===== src/rtl/freq_req_if.sv =====
// ============================================================================
// Module   : freq_req_if
// Brief    : Target-frequency request channel (valid/ready with 8-bit index).
// Revision : 1.0 - initial release
// ============================================================================
`default_nettype none
`timescale 1ns/1ps

interface freq_req_if;
   logic       req_valid_i;
   logic [7:0] req_data_i;
   logic       req_ready_o;

   modport master (
      output req_valid_i,
      output req_data_i,
      input  req_ready_o
   );

   modport slave (
      input  req_valid_i,
      input  req_data_i,
      output req_ready_o
   );
endinterface

`default_nettype wire


===== src/rtl/freq_req_governor.sv =====
// ============================================================================
// Module   : freq_req_governor
// Brief    : Sequences frequency-index changes to a clock manager, waiting for
//            lock and a dwell period between issues. Optional step limiting is
//            compiled in with macro FREQ_REQ_STEP_LIMIT_EN.
// Revision : 1.0 - initial release
// ============================================================================
`default_nettype none
`timescale 1ns/1ps

module freq_req_governor #(
   parameter int N_FREQ       = 20,
   parameter int INIT_FREQ    = 19,
   parameter int LOCK_HOLDOFF = 16,
   parameter int LOCK_TIMEOUT = 4096,
   parameter int DWELL_CYCLES = 1024,
   parameter int MAX_STEP     = 4
) (
   input  logic        clk,
   input  logic        rst,
   freq_req_if.slave   req,
   input  logic        mmcm_locked_i,
   output logic [7:0]  freq_data_o,
   output logic        freq_valid_o,
   output logic [7:0]  cur_freq_o,
   output logic        busy_o,
   output logic        range_err_o,
   output logic        timeout_err_o
);

   localparam int c_cnt_max = (LOCK_TIMEOUT > DWELL_CYCLES) ? LOCK_TIMEOUT : DWELL_CYCLES;
   localparam int c_cnt_w   = $clog2(c_cnt_max + 1);

   localparam logic [7:0]         c_init         = 8'(INIT_FREQ);
   localparam logic [7:0]         c_n_freq       = 8'(N_FREQ);
   localparam logic [7:0]         c_top          = 8'(N_FREQ - 1);
   localparam logic [7:0]         c_max_step     = 8'(MAX_STEP);
   localparam logic [c_cnt_w-1:0] c_holdoff      = c_cnt_w'(LOCK_HOLDOFF);
   localparam logic [c_cnt_w-1:0] c_timeout_last = c_cnt_w'(LOCK_TIMEOUT - 1);
   localparam logic [c_cnt_w-1:0] c_dwell_last   = c_cnt_w'(DWELL_CYCLES - 1);

`ifdef FREQ_REQ_STEP_LIMIT_EN
   localparam logic c_step_en = 1'b1;
`else
   localparam logic c_step_en = 1'b0;
`endif

   typedef enum logic [1:0] {
      ST_IDLE      = 2'd0,
      ST_ISSUE     = 2'd1,
      ST_WAIT_LOCK = 2'd2,
      ST_DWELL     = 2'd3
   } state_t;

   state_t             r_state;
   state_t             w_state_next;
   logic [c_cnt_w-1:0] r_cnt;
   logic [7:0]         r_target;
   logic [7:0]         r_cur_freq;
   logic [7:0]         r_freq_data;
   logic               r_freq_valid;
   logic               r_range_err;
   logic               r_timeout_err;

   logic               w_accept;
   logic               w_req_oor;
   logic               w_issue;
   logic               w_timeout;
   logic               w_up;
   logic [7:0]         w_diff;
   logic [7:0]         w_step;
   logic [7:0]         w_next_idx;

   assign w_accept  = req.req_valid_i & req.req_ready_o;
   assign w_req_oor = (req.req_data_i >= c_n_freq);
   assign w_issue   = (r_state == ST_IDLE) && (r_target != r_cur_freq);

   // Without step limiting the whole distance is taken in one issue.
   always_comb begin
      w_up       = (r_target >= r_cur_freq);
      w_diff     = w_up ? (r_target - r_cur_freq) : (r_cur_freq - r_target);
      w_step     = (c_step_en && (w_diff > c_max_step)) ? c_max_step : w_diff;
      w_next_idx = w_up ? (r_cur_freq + w_step) : (r_cur_freq - w_step);
   end

   always_comb begin
      w_state_next = r_state;
      w_timeout    = 1'b0;
      case (r_state)
         ST_IDLE: begin
            if (r_target != r_cur_freq) w_state_next = ST_ISSUE;
         end
         ST_ISSUE: begin
            w_state_next = ST_WAIT_LOCK;
         end
         ST_WAIT_LOCK: begin
            // Lock is trusted only after the holdoff; a late lock beats the timeout.
            if ((r_cnt >= c_holdoff) && mmcm_locked_i) begin
               w_state_next = ST_DWELL;
            end else if (r_cnt == c_timeout_last) begin
               w_timeout    = 1'b1;
               w_state_next = ST_DWELL;
            end
         end
         ST_DWELL: begin
            if (r_cnt == c_dwell_last) w_state_next = ST_IDLE;
         end
         default: w_state_next = ST_IDLE;
      endcase
   end

   always_ff @(posedge clk or posedge rst) begin
      if (rst) begin
         r_state <= ST_IDLE;
         r_cnt   <= '0;
      end else begin
         r_state <= w_state_next;
         if ((w_state_next != r_state) || (r_state == ST_IDLE)) r_cnt <= '0;
         else                                                   r_cnt <= r_cnt + 1'b1;
      end
   end

   always_ff @(posedge clk or posedge rst) begin
      if (rst) begin
         r_target      <= c_init;
         r_cur_freq    <= c_init;
         r_freq_data   <= c_init;
         r_freq_valid  <= 1'b0;
         r_range_err   <= 1'b0;
         r_timeout_err <= 1'b0;
      end else begin
         r_freq_valid <= w_issue;
         if (w_issue) begin
            r_freq_data <= w_next_idx;
            r_cur_freq  <= w_next_idx;
         end
         if (w_accept) begin
            r_target <= w_req_oor ? c_top : req.req_data_i;
            if (w_req_oor) r_range_err <= 1'b1;
         end
         if (w_timeout) r_timeout_err <= 1'b1;
      end
   end

   assign req.req_ready_o = (r_state == ST_IDLE) || (r_state == ST_DWELL);
   assign busy_o          = (r_state != ST_IDLE);
   assign freq_data_o     = r_freq_data;
   assign freq_valid_o    = r_freq_valid;
   assign cur_freq_o      = r_cur_freq;
   assign range_err_o     = r_range_err;
   assign timeout_err_o   = r_timeout_err;

endmodule

`default_nettype wire


===== src/flat_wrapper.sv =====
// flat-port wrapper written by rule: the top's interface ports become plain ports
module freq_req_governor_flat 
#(
   parameter int N_FREQ       = 20,
   parameter int INIT_FREQ    = 19,
   parameter int LOCK_HOLDOFF = 16,
   parameter int LOCK_TIMEOUT = 4096,
   parameter int DWELL_CYCLES = 1024,
   parameter int MAX_STEP     = 4
)
  (clk, rst, mmcm_locked_i, freq_data_o, freq_valid_o, cur_freq_o, busy_o, range_err_o, timeout_err_o, req_req_valid_i, req_req_data_i, req_req_ready_o);
  freq_req_if req_i ();
  input  logic clk;
  input  logic rst;
  input  logic mmcm_locked_i;
  output logic [7:0] freq_data_o;
  output logic freq_valid_o;
  output logic [7:0] cur_freq_o;
  output logic busy_o;
  output logic range_err_o;
  output logic timeout_err_o;
  input wire logic [$bits(req_i.req_valid_i)-1:0] req_req_valid_i;
  input wire logic [$bits(req_i.req_data_i)-1:0] req_req_data_i;
  output wire logic [$bits(req_i.req_ready_o)-1:0] req_req_ready_o;
  assign req_i.req_valid_i = req_req_valid_i;
  assign req_i.req_data_i = req_req_data_i;
  assign req_req_ready_o = req_i.req_ready_o;
  freq_req_governor #(.N_FREQ(N_FREQ), .INIT_FREQ(INIT_FREQ), .LOCK_HOLDOFF(LOCK_HOLDOFF), .LOCK_TIMEOUT(LOCK_TIMEOUT), .DWELL_CYCLES(DWELL_CYCLES), .MAX_STEP(MAX_STEP)) u_core (.clk(clk), .rst(rst), .req(req_i), .mmcm_locked_i(mmcm_locked_i), .freq_data_o(freq_data_o), .freq_valid_o(freq_valid_o), .cur_freq_o(cur_freq_o), .busy_o(busy_o), .range_err_o(range_err_o), .timeout_err_o(timeout_err_o));
endmodule

===== config.mk =====
export PLATFORM = sky130hd
export DESIGN_NAME = freq_req_governor_flat
export DESIGN_NICKNAME = d
export VERILOG_FILES = /design/src/rtl/freq_req_if.sv /design/src/rtl/freq_req_governor.sv /design/src/flat_wrapper.sv
export SDC_FILE = /design/constraint.sdc
export NUM_CORES = 1
export LEC_CHECK = 0
export CAP_MARGIN = 40
export CORE_MARGIN = 1.5
export CORE_UTILIZATION = 60
export DETAILED_ROUTE_END_ITERATION = 10
export PLACE_DENSITY = 0.82
export SLEW_MARGIN = 10
export SYNTH_ARGS = -nofsm -noshare
export SYNTH_HDL_FRONTEND = slang
export SYNTH_SLANG_ARGS = --single-unit

===== constraint.sdc =====
create_clock -name clk -period 7.7 [get_ports clk]
set_clock_uncertainty 0.15 [all_clocks]
set_input_delay 0.77 -clock clk [delete_from_list [all_inputs] [get_ports clk]]
set_output_delay 0.77 -clock clk [all_outputs]
set_load 0.01 [all_outputs]

==> run_results.csv, run 1 <==
group,metric,value,unit
logic_synthesis,ys_warn_count,0,
critical_path,cp_max_fo,6,
floorplan,placementRows,25,
min_path,min_to,"u_core.range_err_o",
logic_synthesis,synth_edf_count,0,
floorplan,core_area,4690,um2
finish,nets,398,
critical_path,r2r-end,"u_core.cur_freq_o[7]",
min_path,whs_path_depth,1,
clock_tree,cts.path.max_buffers,2,
floorplan,die_h,72.6,um
logic_synthesis,synth_cell_types,57,
sta,fin_crit,5.10,ns
clock_tree,cts.sinks,34,
floorplan,initial_core_util,62.0,%
sta,worst_pin_slew,0.623,ns
critical_path,rrSetupSlack,2.60,ns
finish,layout-drive-gt1-share,8.73,%
sta,finalCritPeriodShare,66.2,%
min_path,hold_path_class,"flop to flop",
clock_tree,clkTransAtPathRegs,0.07,ns
detailed_routing,vias_per_cell,5.78,
detailed_routing,drc,0,
job,drv_cap,0,
clock_tree,cts_tree,"yes",
floorplan,dieWidth,72.6,um
sta,maxSlewViolCount,0,
clock_tree,ctsResizeCount,0,
sta,setup_viol,0,
logic_synthesis,synth-main-ff-cell,"dfrtp_1",
finish,fill_cells,358,
critical_path,crit_path_start_kind,"flop",
clock_tree,root_buffer,"clkbuf_8",
clock_tree,insertion_delay,0.30,ns
finish,syn2layout_area_growth,13.4,%
finish,final_common_cell,"nor2_1",
min_path,hold_start,"u_core.range_err_o",
critical_path,reg2reg_depth,21,
sta,fin_setup_tns,0,ns
sta,hold_violations,0,
critical_path,crit_required,7.77,ns
placed_design,pre_cts_ws,2.67,ns
clock_tree,htreeDepth,2,
global_route,grt_pass1_wl,10400,um
logic_synthesis,postSynthCellCount,329,
detailed_routing,routedWlPerCell,14.9,um
sta,max_freq,196,MHz
logic_synthesis,syn_nets,373,
placed_design,place_hpwl,4560,um
logic_synthesis,synth.ff_latch_count,34,
global_route,grt.overflow.total,0,
detailed_routing,drt_pre_antenna_iters,4,
detailed_routing,drt-initial-drc-count,143,
sta,fin_ws,2.60,ns
finish,fin_util,70.3,%
sta,grt_setup_unrepaired,"false",
logic_synthesis,ys_seq_area_share,29.5,%
logic_synthesis,netlist_area,2910,um2
global_route,grt_pass1_vias,2306,
logic_synthesis,yosys.area.top_type,"dfrtp_1",
clock_tree,numCtsBuffers,5,
detailed_routing,drt_wl_total,6110,um
logic_synthesis,syn_area_per_cell,8.85,um2
finish,n_antenna_cell,0,
critical_path,r2r_start,"u_core.cur_freq_o[0]",
critical_path,end_kind,"flop",
run_status,status,"completed",
finish,layout.cells.most_common_list,"nor2_1 (37), inv_1 (36), clkdlybuf4s50_1 (32), ha_1 (29), dfrtp_1 (28)",
logic_synthesis,synthArstFlopShare,100,%
sta,relSlewSlack,58.3,%
global_route,grt_max_degree,35,
floorplan,top_level_ports,33,
detailed_routing,detail-route-antenna-nets,0,
critical_path,critPathArrivalTime,5.16,ns
clock_tree,cts_setup_buffers,0,
placed_design,gp_congestion,0.954,
logic_synthesis,synthTopCellsByArea,"dfrtp_1 (24%), ha_1 (12%), dfstp_2 (5.4%), xnor2_1 (5.1%), nor2_1 (4.8%)",
logic_synthesis,yosysTopAreaCellShare,24.1,%
global_route,grt_usage,25.4,%
clock_tree,postCtsHoldBufs,0,
detailed_routing,num_vias,2363,
floorplan,fp.dieArea,5280,um2
placed_design,portBuffers,32,
global_route,antenna_found_initial,0,
critical_path,critPathKind,"flop to flop",
registers in the layout, summed over array words and instances, names as in the netlist:
signal / cells
u_core.freq_valid_o: 1
u_core.cur_freq_o: 8
u_core.r_target: 8
u_core.r_cnt: 13
u_core.r_state: 2
u_core.timeout_err_o: 1
u_core.range_err_o: 1
through the flow:
step | instance area [um2] | hold slack [ns] | cells
global placement | 3190 | 0.295 | 401
floorplan | 2910 | 0.308 | 329
global route | 3300 | 0.337 | 409
CTS | 3300 | 0.316 | 409
detailed placement | 3190 | 0.298 | 401
finish | 3300 | 0.311 | 409
logic make-up (layout without fill, tap and decap cells):
| family | after synthesis | count (layout) | share of synthesized area [%] |
|---|---|---|---|
| AND/OR/NAND/NOR | 99 | 99 | 16.9 |
| adder cells (fa/ha/maj) | 32 | 32 | 14.5 |
| AO/OA/AOI/OAI | 73 | 73 | 18.2 |
| XOR/XNOR | 31 | 31 | 9.33 |
| flip-flops | 34 | 34 | 29.5 |
| multiplexers | 8 | 8 | 2.75 |
| buffers and inverters | 52 | 78 | 8.77 |
routing by layer:
layer,global-route usage (%),share of wire [%],up-vias,wire (um)
li1,-,-,1157,-
met1,31.5,43,1118,2630
met2,43.7,51,74,3090
met3,4.97,4.8,14,294
met4,9.22,1.6,0,96
met5,0,0,-,0
critical path, stage by stage (launching register included):
cell	delay [ns]
dfstp_2	0.55
ha_1	0.24
inv_1	0.08
fa_1	0.41
nand3_1	0.15
nand3_4	0.12
a31oi_4	0.30
mux2i_1	0.30
ha_1	0.26
xor2_1	0.15
nor2_1	0.06
a21oi_1	0.15
xnor2_1	0.14
ha_1	0.28
a21oi_1	0.26
o21ai_1	0.14
o41ai_1	0.32
xnor2_1	0.13
xor2_1	0.16
or3_1	0.38
a21oi_2	0.16
xnor2_1	0.12
synthesized netlist by cell type, drive strengths merged (8+ instances only):
cell type / instances
ha: 29
xor2: 14
nor3: 9
mux2i: 8
dfrtp: 28
xnor2: 17
inv: 36
nand2: 24
buf: 13
a21oi: 22
nor2: 37
o21ai: 20
area by class of cell:
| class | count | area [um2] | area share [%] |
|---|---|---|---|
| clock inverter | 1 | 30.0 | 0.910 |
| clock buffer | 7 | 76.3 | 2.31 |
| tap | 54 | 67.6 | 2.05 |
| multi-input combinational | 243 | 1800 | 54.5 |
| timing repair buffer | 34 | 335 | 10.2 |
| inverter | 36 | 135 | 4.10 |
| sequential | 34 | 858 | 26.0 |
worst max path at each step:
stage                               startpoint              endpoint  slack (ns)  cells past startpoint
final                     u_core.cur_freq_o[0]  u_core.cur_freq_o[7]        2.60                     21
after global routing      u_core.cur_freq_o[0]  u_core.cur_freq_o[7]        2.22                     21
after CTS                 u_core.cur_freq_o[0]  u_core.cur_freq_o[7]        2.63                     21
after detailed placement  u_core.cur_freq_o[0]  u_core.cur_freq_o[7]        2.67                     21
after global placement    u_core.cur_freq_o[0]  u_core.cur_freq_o[7]        2.85                     21
after floorplan           u_core.cur_freq_o[0]  u_core.cur_freq_o[7]        3.07                     21
Power of run 1 is left out: the tool's default activity adds up to more than one toggle a clock period on the data nets, which glitch-free logic cannot reach.
==> run 2: changes to the inputs <==
CORE_UTILIZATION = 57   (was 60)
PLACE_DENSITY = 0.79   (was 0.82)
clock period = 4.88 ns   (was 7.7 ns; I/O delays follow)
==> run_results.csv, run 2 (synthesis results as in run 1) <==
group,metric,value,unit
placed_design,gp_congestion,0.930,
finish,final_common_cell,"nor2_1",
finish,top_register,"u_core.r_cnt",
detailed_routing,drc,0,
finish,layout.cells.most_common_list,"nor2_1 (37), inv_1 (36), clkdlybuf4s50_1 (32), dfrtp_1 (28)",
detailed_routing,num_vias,2411,
critical_path,cp_common_cell,"xnor2_1",
finish,nets,408,
finish,layout-drive-gt1-share,15.9,%
clock_tree,cts.sinks,34,
global_route,grt_max_degree,35,
critical_path,path_cells,"ha_4, inv_1, fa_2, nand3_2, nand3_4, a31oi_4, mux2i_2, ha_2, xor2_1, nor2_1, a21oi_1, xnor2_1, ha_1, a21oi_2, o21ai_1, o41ai_2, xnor2_1, xor2_1, or3_1, a21oi_2, xnor2_1",
critical_path,crit_buf_inv,1,
finish,finish.instance_area,3480,um2
clock_tree,htreeDepth,2,
floorplan,fp.dieArea,5540,um2
floorplan,initial_core_util,60.4,%
global_route,grt.overflow.total,0,
sta,max_freq,212,MHz
clock_tree,clkTransAtPathRegs,0.08,ns
min_path,whs_path_depth,1,
critical_path,cp_max_fo,4,
detailed_routing,drt_wl_total,6650,um
floorplan,top_level_ports,33,
sta,fin_ws,0.160,ns
clock_tree,root_buffer,"clkbuf_8",
job,drv_cap,0,
sta,maxSlewViolCount,0,
min_path,hold_start,"u_core.range_err_o",
clock_tree,cts_tree,"yes",
placed_design,portBuffers,32,
finish,ff_latch_area,858,um2
critical_path,r2r_start,"u_core.cur_freq_o[0]",
floorplan,die_h,74.5,um
critical_path,crit_path_top_delay_cell,"dfstp_2",
finish,fin_util,72.2,%
finish,fin_cells,432,
detailed_routing,vias_per_cell,5.58,
placed_design,place_hpwl,4630,um
detailed_routing,routedWlPerCell,15.4,um
clock_tree,postCtsHoldBufs,0,
finish,n_antenna_cell,0,
global_route,antenna_found_initial,0,
floorplan,placementRows,25,
run_status,status,"completed",
floorplan,dieWidth,74.5,um
clock_tree,cts.path.max_buffers,2,
critical_path,crit_path_start_kind,"flop",
detailed_routing,drt-initial-drc-count,268,
detailed_routing,detail-route-antenna-nets,0,
global_route,grt_pass1_wl,10400,um
global_route,grt_usage,24.7,%
critical_path,critPathArrivalTime,4.80,ns
finish,fill_cells,371,
critical_path,rrSetupSlack,0.16,ns
critical_path,crit_family,"compound AO/OA/AOI/OAI gates",
sta,setup_viol,0,
global_route,grt_pass1_vias,2286,
sta,worst_pin_slew,0.693,ns
critical_path,r2r-end,"u_core.cur_freq_o[7]",
placed_design,pre_cts_ws,0.0299,ns
critical_path,critPathKind,"flop to flop",
placed_design,post-place-cells,418,
finish,largest_reg_flops,13,
finish,multi_input_area,1880,um2
critical_path,crit_required,4.96,ns
min_path,hold_path_class,"flop to flop",
sta,relSlewSlack,53.7,%
min_path,min_to,"u_core.range_err_o",
sta,fin_crit,4.72,ns
finish,syn2layout_area_growth,19.5,%
sta,finalCritPeriodShare,96.7,%
critical_path,critPathMaxStageDelay,0.59,ns
detailed_routing,drt_pre_antenna_iters,4,
clock_tree,numCtsBuffers,5,
critical_path,end_kind,"flop",
floorplan,core_area,4820,um2
critical_path,reg2reg_depth,21,
placed_design,dpl-instance-area,3240,um2
sta,hold_violations,0,
clock_tree,insertion_delay,0.30,ns
[run 2: layout make-up]
cell class                      count  share of cell area (%)
Multi-Input combinational cell    243                    53.9
Sequential cell                    34                    24.7
Timing Repair Buffer               44                    11.8
Inverter                           36                    3.89
Tap cell                           67                    2.41
Clock buffer                        5                    1.98
Clock inverter                      3                    1.30
[run 2: worst max path at each step]
stage,startpoint,end,slack [ns],cells past startpoint
finish,u_core.cur_freq_o[0],u_core.cur_freq_o[7],0.16,21
global route,u_core.cur_freq_o[0],u_core.cur_freq_o[7],-0.08,21
floorplan,u_core.cur_freq_o[0],u_core.cur_freq_o[7],0.25,21
detailed placement,u_core.cur_freq_o[0],u_core.cur_freq_o[7],0.03,20
global placement,u_core.cur_freq_o[0],u_core.cur_freq_o[7],0.16,21
CTS,u_core.cur_freq_o[0],u_core.cur_freq_o[7],0.01,22
[run 2: stage by stage]
| step | setup TNS [ns] | hold WS (ns) |
|---|---|---|
| finish | 0 | 0.320 |
| global route | -0.0787 | 0.332 |
| CTS | 0 | 0.323 |
| detailed placement | 0 | 0.296 |
| global placement | 0 | 0.297 |
| floorplan | 0 | 0.308 |
[run 2: routing by layer]
| metal | global-route usage, % | share of wire, % | vias to the layer above |
|---|---|---|---|
| met2 | 41.1 | 47 | 87 |
| met5 | 0 | 0 | - |
| met4 | 6.06 | 1.7 | 0 |
| met3 | 4.61 | 6.1 | 14 |
| met1 | 33.4 | 45 | 1131 |
| li1 | - | - | 1179 |
[run 2: what timing repair did]
action	in CTS	in global routing
hold endpoints to repair	0	0
endpoints found under the setup margin	1	1
pin swaps	0	8
setup buffers	0	6
gates resized for setup	1	16
Power of run 2 is left out for the same reason.
